### config.mk
export PLATFORM = sky130hd
export DESIGN_NAME = half_duplex_spi_master_mc
export DESIGN_NICKNAME = d
export VERILOG_FILES = /design/src/rtl/half_duplex_spi_master_mc.sv
export SDC_FILE = /design/constraint.sdc
export NUM_CORES = 1
export LEC_CHECK = 0
export CAP_MARGIN = 20
export CELL_PAD_IN_SITES_DETAIL_PLACEMENT = 1
export CELL_PAD_IN_SITES_GLOBAL_PLACEMENT = 1
export CORE_MARGIN = 5
export CORE_UTILIZATION = 35
export DETAILED_ROUTE_END_ITERATION = 10
export PLACE_DENSITY = 0.75
export SYNTH_ARGS = -nofsm -noshare
export SYNTH_HDL_FRONTEND = slang
export SYNTH_SLANG_ARGS = --single-unit
### constraint.sdc
create_clock -name fabric_clk -period 10.8 [get_ports fabric_clk]
set_input_delay 2.16 -clock fabric_clk [delete_from_list [all_inputs] [get_ports fabric_clk]]
set_output_delay 2.16 -clock fabric_clk [all_outputs]
set_load 0.02 [all_outputs]
### src/rtl/half_duplex_spi_master_mc.sv
// -----------------------------------------------------------------------------
// half_duplex_spi_master_mc
//
// Purpose:
//   3-wire half-duplex SPI master for configuring converters and synthesisers.
//   Everything runs on fabric_clk. SCLK is produced by an internal
//   half-period counter, not by a derived clock. A start/busy/done handshake
//   hands a transaction to the shifter. A per-bit read/write mask decides
//   whether the master drives the shared sdio line or releases it and
//   samples it.
//
// Parameters:
//   DATA_WIDTH            maximum bits per transaction
//   TRANSACTION_LEN_WIDTH width of transaction_length (must hold DATA_WIDTH)
//   NUM_CS                number of chip-select outputs (>= 2)
//   DIV_WIDTH             width of clk_div
//
// Ports:
//   fabric_clk            system clock
//   reset                 synchronous active-high reset
//   start                 one-cycle request, accepted only while busy=0
//   cs_sel                chip-select index (clamped to NUM_CS-1)
//   clk_div               SCLK half period H in fabric_clk cycles (0 -> 1)
//   spi_cpol / spi_cpha   SPI mode
//   transaction_length    bit count N (clamped to DATA_WIDTH)
//   transaction_data      write data, bit N-1 is sent first
//   transaction_rw_mask   per bit: 1 = master drives, 0 = master samples
//   busy                  transaction in progress
//   done                  one-cycle completion pulse
//   transaction_read_data captured read bits, right-aligned
//   spi_sclk, spi_cs_n    registered serial clock and active-low selects
//   spi_sdio_out/_oe      pad drive value / enable
//   spi_sdio_in           pad input
// -----------------------------------------------------------------------------
module half_duplex_spi_master_mc #(
  parameter int DATA_WIDTH            = 32,
  parameter int TRANSACTION_LEN_WIDTH = 6,
  parameter int NUM_CS                = 4,
  parameter int DIV_WIDTH             = 8
) (
  input  logic                             fabric_clk,
  input  logic                             reset,
  input  logic                             start,
  input  logic [$clog2(NUM_CS)-1:0]        cs_sel,
  input  logic [DIV_WIDTH-1:0]             clk_div,
  input  logic                             spi_cpol,
  input  logic                             spi_cpha,
  input  logic [TRANSACTION_LEN_WIDTH-1:0] transaction_length,
  input  logic [DATA_WIDTH-1:0]            transaction_data,
  input  logic [DATA_WIDTH-1:0]            transaction_rw_mask,
  output logic                             busy,
  output logic                             done,
  output logic [DATA_WIDTH-1:0]            transaction_read_data,
  output logic                             spi_sclk,
  output logic [NUM_CS-1:0]                spi_cs_n,
  output logic                             spi_sdio_out,
  output logic                             spi_sdio_oe,
  input  logic                             spi_sdio_in
);

  localparam int CS_W   = $clog2(NUM_CS);
  localparam int IDX_W  = $clog2(DATA_WIDTH);
  localparam int EDGE_W = TRANSACTION_LEN_WIDTH + 1;

  typedef enum logic [2:0] {
    ST_IDLE,
    ST_LOAD,
    ST_SETUP,
    ST_SHIFT,
    ST_HOLD,
    ST_GAP
  } state_t;

  state_t                           r_state;
  logic                             r_busy;
  logic                             r_done;
  logic [DATA_WIDTH-1:0]            r_rd_data;
  logic                             r_sclk;
  logic [NUM_CS-1:0]                r_cs_n;
  logic                             r_sdio_out;
  logic                             r_sdio_oe;

  // Transaction parameters captured on accept.
  logic                             r_cpol;
  logic                             r_cpha;
  logic [CS_W-1:0]                  r_cs_sel;
  logic [DIV_WIDTH-1:0]             r_h;
  logic [TRANSACTION_LEN_WIDTH-1:0] r_n;
  logic [DATA_WIDTH-1:0]            r_data;
  logic [DATA_WIDTH-1:0]            r_mask;

  // Shift machinery.
  logic [DATA_WIDTH-1:0]            r_rx;
  logic [DIV_WIDTH-1:0]             r_cnt;   // cycles left in the current H slot
  logic [EDGE_W-1:0]                r_edge;  // SCLK edges already produced

  // ---------------------------------------------------------------------------
  // Clamping of the request fields, applied as they are latched
  // ---------------------------------------------------------------------------
  logic [CS_W-1:0]                  w_cs_clamped;
  logic [TRANSACTION_LEN_WIDTH-1:0] w_len_clamped;
  logic [DIV_WIDTH-1:0]             w_div_clamped;

  generate
    if ((1 << CS_W) > NUM_CS) begin : g_cs_clamp
      assign w_cs_clamped = (int'(cs_sel) > NUM_CS - 1) ? CS_W'(NUM_CS - 1) : cs_sel;
    end else begin : g_cs_pass
      // Every encodable index is a real select line, nothing to clamp.
      assign w_cs_clamped = cs_sel;
    end
  endgenerate

  assign w_len_clamped = (int'(transaction_length) > DATA_WIDTH) ?
                         TRANSACTION_LEN_WIDTH'(DATA_WIDTH) : transaction_length;
  assign w_div_clamped = (clk_div == '0) ? DIV_WIDTH'(1) : clk_div;

  // ---------------------------------------------------------------------------
  // Chip-select decode (active low, exactly one line low while selected)
  // ---------------------------------------------------------------------------
  logic [NUM_CS-1:0] w_cs_dec_n;

  generate
    for (genvar gi = 0; gi < NUM_CS; gi++) begin : g_cs_dec
      assign w_cs_dec_n[gi] = (r_cs_sel != CS_W'(gi));
    end
  endgenerate

  // ---------------------------------------------------------------------------
  // Edge bookkeeping
  //   Edge k (1-based) belongs to bit pair (k-1)/2, i.e. bit N-1-(k-1)/2.
  //   CPHA=0 samples on odd edges and drives on even ones.
  //   CPHA=1 does the opposite.
  // ---------------------------------------------------------------------------
  logic [EDGE_W-1:0] w_next_edge;
  logic              w_last_edge;
  logic              w_final_edge_next;
  logic              w_sample_edge;
  logic [IDX_W-1:0]  w_bit;
  logic [IDX_W-1:0]  w_bit_nxt;
  logic [IDX_W-1:0]  w_top_bit;
  logic [DIV_WIDTH-1:0] w_h_m1;

  assign w_next_edge       = r_edge + EDGE_W'(1);
  assign w_last_edge       = (r_edge == {r_n, 1'b0});
  assign w_final_edge_next = (w_next_edge == {r_n, 1'b0});
  assign w_sample_edge     = w_next_edge[0] ^ r_cpha;
  assign w_bit             = IDX_W'(EDGE_W'(r_n) - EDGE_W'(1) - (r_edge >> 1));
  assign w_bit_nxt         = w_bit - IDX_W'(1);
  assign w_top_bit         = IDX_W'(r_n - TRANSACTION_LEN_WIDTH'(1));
  assign w_h_m1            = r_h - DIV_WIDTH'(1);

  // ---------------------------------------------------------------------------
  // Controller: single registered FSM, all pad-facing outputs are flops
  // ---------------------------------------------------------------------------
  always_ff @(posedge fabric_clk) begin
    if (reset) begin
      r_state    <= ST_IDLE;
      r_busy     <= 1'b0;
      r_done     <= 1'b0;
      r_rd_data  <= '0;
      r_sclk     <= 1'b0;
      r_cs_n     <= '1;
      r_sdio_out <= 1'b0;
      r_sdio_oe  <= 1'b0;
      r_cpol     <= 1'b0;
      r_cpha     <= 1'b0;
      r_cs_sel   <= '0;
      r_h        <= DIV_WIDTH'(1);
      r_n        <= '0;
      r_data     <= '0;
      r_mask     <= '0;
      r_rx       <= '0;
      r_cnt      <= '0;
      r_edge     <= '0;
    end else begin
      r_done <= 1'b0;

      case (r_state)
        ST_IDLE: begin
          if (start) begin
            r_cpol   <= spi_cpol;
            r_cpha   <= spi_cpha;
            r_cs_sel <= w_cs_clamped;
            r_h      <= w_div_clamped;
            r_n      <= w_len_clamped;
            r_data   <= transaction_data;
            r_mask   <= transaction_rw_mask;
            r_busy   <= 1'b1;
            r_sclk   <= spi_cpol;
            r_state  <= ST_LOAD;
          end
        end

        // One cycle between accept and CS assertion. A zero-length request
        // completes from here without touching CS or SCLK.
        ST_LOAD: begin
          r_rx   <= '0;
          r_edge <= '0;
          r_cnt  <= w_h_m1;
          if (r_n == '0) begin
            r_done    <= 1'b1;
            r_busy    <= 1'b0;
            r_rd_data <= '0;
            r_state   <= ST_IDLE;
          end else begin
            r_cs_n  <= w_cs_dec_n;
            r_state <= ST_SETUP;
            if (!r_cpha) begin
              // CPHA=0: the first bit must be on the line before edge 1.
              r_sdio_oe  <= r_mask[w_top_bit];
              r_sdio_out <= r_mask[w_top_bit] & r_data[w_top_bit];
            end
          end
        end

        // SETUP and SHIFT share the slot timer. The end of SETUP produces
        // edge 1. Each later slot end produces the next edge, until all 2N
        // edges have been produced.
        ST_SETUP, ST_SHIFT: begin
          if (r_cnt != '0) begin
            r_cnt <= r_cnt - DIV_WIDTH'(1);
          end else if (r_state == ST_SHIFT && w_last_edge) begin
            r_cnt      <= w_h_m1;
            r_sdio_oe  <= 1'b0;
            r_sdio_out <= 1'b0;
            r_state    <= ST_HOLD;
          end else begin
            r_sclk  <= ~r_sclk;
            r_edge  <= w_next_edge;
            r_cnt   <= w_h_m1;
            r_state <= ST_SHIFT;
            if (w_sample_edge) begin
              // Driven positions stay 0 in the read word.
              if (!r_mask[w_bit]) begin
                r_rx[w_bit] <= spi_sdio_in;
              end
            end else if (r_cpha) begin
              r_sdio_oe  <= r_mask[w_bit];
              r_sdio_out <= r_mask[w_bit] & r_data[w_bit];
            end else if (w_final_edge_next) begin
              // CPHA=0: the last even edge has no following bit to present.
              r_sdio_oe  <= 1'b0;
              r_sdio_out <= 1'b0;
            end else begin
              r_sdio_oe  <= r_mask[w_bit_nxt];
              r_sdio_out <= r_mask[w_bit_nxt] & r_data[w_bit_nxt];
            end
          end
        end

        ST_HOLD: begin
          if (r_cnt != '0) begin
            r_cnt <= r_cnt - DIV_WIDTH'(1);
          end else begin
            r_cs_n  <= '1;
            r_cnt   <= w_h_m1;
            r_state <= ST_GAP;
            // With H=1 the first GAP cycle is also the last one.
            if (r_h == DIV_WIDTH'(1)) begin
              r_done    <= 1'b1;
              r_rd_data <= r_rx;
            end
          end
        end

        ST_GAP: begin
          // done is timed to land on the final GAP cycle.
          if (r_cnt == DIV_WIDTH'(1)) begin
            r_done    <= 1'b1;
            r_rd_data <= r_rx;
          end
          if (r_cnt != '0) begin
            r_cnt <= r_cnt - DIV_WIDTH'(1);
          end else begin
            r_busy  <= 1'b0;
            r_state <= ST_IDLE;
          end
        end

        default: begin
          r_state <= ST_IDLE;
        end
      endcase
    end
  end

  assign busy                  = r_busy;
  assign done                  = r_done;
  assign transaction_read_data = r_rd_data;
  assign spi_sclk              = r_sclk;
  assign spi_cs_n              = r_cs_n;
  assign spi_sdio_out          = r_sdio_out;
  assign spi_sdio_oe           = r_sdio_oe;

endmodule

==> out/results.txt <==
outcome - finished clean
Mapped Cells - 1081
HPWL Detailed - 19760 um
clk root buf - clkbuf_16
initial DRC count - 490
XOR/XNOR share of the synthesized area - 3.455%
syn nets - 1183
delay-heaviest family, CP - adder cells
gr ovfl total - 0
Setup Skew - 13.26 ps
Bufs on Longest Clock Path - 2
H-tree depth - 4
worst flop-to-flop path endpoint - spi_sdio_oe
die width - 173.4 um
All-Layer GR Usage - 18.23%
initial antenna violation count - 0
Synth Flop Type - dfxtp_1
minimum clock period - 4961 ps
post-synthesis adder-cell area fraction - 2.223%
CP required - 11140 ps
Hold Buf Count CTS - 0
DRC Markers - 0
Post-CTS Setup Inserts - 0
antenna cells - 0
met3 Use GR - 2.988%
post-synthesis mux area share - 14.81%
TritonCTS clock tree - done
Starting Density - 35.66%
cell chain of the critical path - buf_4, ha_2, inv_1, fa_1, inv_1, ha_1, mux4_2, mux2i_1, mux2i_1, mux2i_1, o22ai_1, o221a_2
hold path depth - 2
Worst Hold Class - reg2reg
setup TNS - 0 ps
Final GP Congestion - 0.8378
PD cells - 216.6 nW/um^2
vias in the first global route - 8409
Hold Crit Start - transaction_read_data[2]
Static Leak - 3.955 nW
First-pass DRT Iterations - 5
routed len/inst - 18.62 um
IO buf count - 126
Final Slew Violations - 0
routed via count - 8297
Slowest-stage cell, CP - fa_1
CP Class - reg2reg
ys async rst share - 0%
Seq/Total Area, Yosys - 36.85%
Synth warnings - 0
crit path DAT - 5300 ps
Die Y - 173.4 um
Post-synth EDFFs - 0
Area Growth Syn to Fin - 22.03%
Synth Area in Compound Gates - 18.00%
slowest stage delay, CP - 1180 ps
met2 Usage GRT - 30.56%
Post-Synth Simple-Gate Area - 18.95%
Die ar. - 30060 um^2
CP Capture Type - flip-flop
Unique masters post-synth - 66
Max IR drop VDD - 106.4 uV
Final nets - 1252
final hold violation count - 0
period utilization - 45.93%
r2r setup slk - 5840 ps
layout cells sized above 1 - 10.23%
Critical Path Fanout Max - 21
crit path buf inv count - 3
PnR Total Power - 0.002470 W
#FFs+latches synth - 172
Syn Std Cell Area - 9344 um^2
Clock Pin Slew Worst Setup and Hold Paths - 70 ps
post-CTS resize count - 0
CP startpoint kind - flip-flop
I/O pin total - 127
# setup viols final - 0
max frequency - 0.2016 GHz
Worst Hold End - transaction_read_data[2]
largest family of logic cells by synthesized area - simple AND/OR/NAND/NOR gates
Reg-to-Reg Start - r_n[0]
row count - 59
unrepaired setup endpoints after global routing - no
Total Wirelength - 27890 um
clk_lat worst skew - 440 ps
largest net degree at the start of global routing - 83
most used routing layer - met2
syn avg cell area - 8.644 um^2
Maximum Capacitance Violations - 0
CTS Buf Count - 17
Max-slew headroom - 30.09%
most frequent CP cell - mux2i_1
met1 Use GR - 23.94%
global-route wire length before repair - 45310 um
measured slew at the worst slew-check pin - 1048 ps
Final ANT Viol Nets - 0
CTS sink count - 172
R2R depth - 12
via/cell ratio - 5.539
core area - 26210 um^2
-- layer usage --
layer	wire, um	up-vias
met2	13430	188
met3	930	43
li1	-	3998
met1	12850	4068
met4	680	0
met5	0	-
-- registers in the layout (all words and copies together), names as in the netlist, 2 cells and up --
| register | flops |
|---|---|
| r_h | 8 |
| r_mask | 32 |
| r_edge | 7 |
| r_data | 32 |
| r_n | 6 |
| r_cs_sel | 2 |
| r_cnt | 8 |
| transaction_read_data | 32 |
| r_state | 3 |
| spi_cs_n | 4 |
| r_rx | 32 |
-- tightest hold or removal path, cell delays in order, from the launching register on --
cell and delay, ps:
dfxtp_1 310, nand2_1 50, a21oi_1 50
-- through the flow --
step                      cells  setup slack, ps  hold slack, ps  area (um^2)  util [%]
after global placement     1464             6294           439.3        10740     40.98
after global routing       1498             5716           474.7        11400     43.51
after floorplan            1081             7133           429.6         9344         -
final                      1498             5839           452.5        11400     43.51
after detailed placement   1464             6029           447.0        10740     40.98
after CTS                  1496             5913           455.4        11370     43.38
-- cell usage in the layout, fill, tap and decap left out, types with 4 or more instances in the layout --
cell	instances
nand2_1	234
dfxtp_1	172
a21oi_1	134
clkdlybuf4s50_1	125
mux4_2	52
nand3_1	49
inv_1	41
nor2_1	33
a211oi_1	30
o21ai_0	29
a221o_1	23
mux2i_1	19
clkbuf_16	17
xor2_1	16
nor3_1	15
xnor2_1	14
ha_1	14
buf_4	12
and3_1	10
and2_1	8
nand2b_1	7
nand3b_1	6
nor2b_1	5
nand4_1	5
a211o_1	4
a32o_1	4
a22oi_1	4
inv_6	4
-- logic make-up after synthesis --
family | count (synthesis)
DFF | 172
and+or+nand+nor | 395
adders and majority gates | 16
xor gates and xnor gates | 33
muxes | 73
AOI/OAI and AO/OA | 262
buffers and inverters | 130
-- worst max-delay path by stage --
stage,endpoint,from,slack (ps),cells after the start
detailed placement,spi_sdio_oe,r_n[0],6030,12
floorplan,spi_sdio_oe,r_edge[1],7130,16
global route,spi_sdio_oe,r_n[0],5720,12
global placement,spi_sdio_oe,r_n[0],6290,12
CTS,spi_sdio_oe,r_n[0],5910,12
finish,spi_sdio_oe,r_n[0],5840,12
-- cell usage after synthesis, types with 16 or more instances --
cell type,count,area share (%)
a211oi_1,30,2.4
xor2_1,16,1.5
nor2_1,33,1.3
a221o_1,23,2.5
o21ai_0,29,1.6
dfxtp_1,172,37
clkbuf_1,65,2.6
nand3_1,49,2.6
mux2i_1,19,2.0
a21oi_1,135,7.2
inv_1,41,1.6
mux4_2,52,13
nand2_1,234,9.4
-- final cells by class --
cell class	instances	area, um^2
inverters	41	153.9
fillers	3023	14800
well taps	335	419.2
clock buffers	17	425.4
repair buffers	139	1376
flip-flops and latches	172	3443
multi-input cells	779	5381
clock inverters	15	202.7
-- where the power goes --
part	total, W	internal, W	switching, W
sequential	0.000826	0.000715	0.000111
clock	0.000659	0.000355	0.000304
combinational	0.000984	0.000388	0.000596
(Power assumes the default switching activity.)
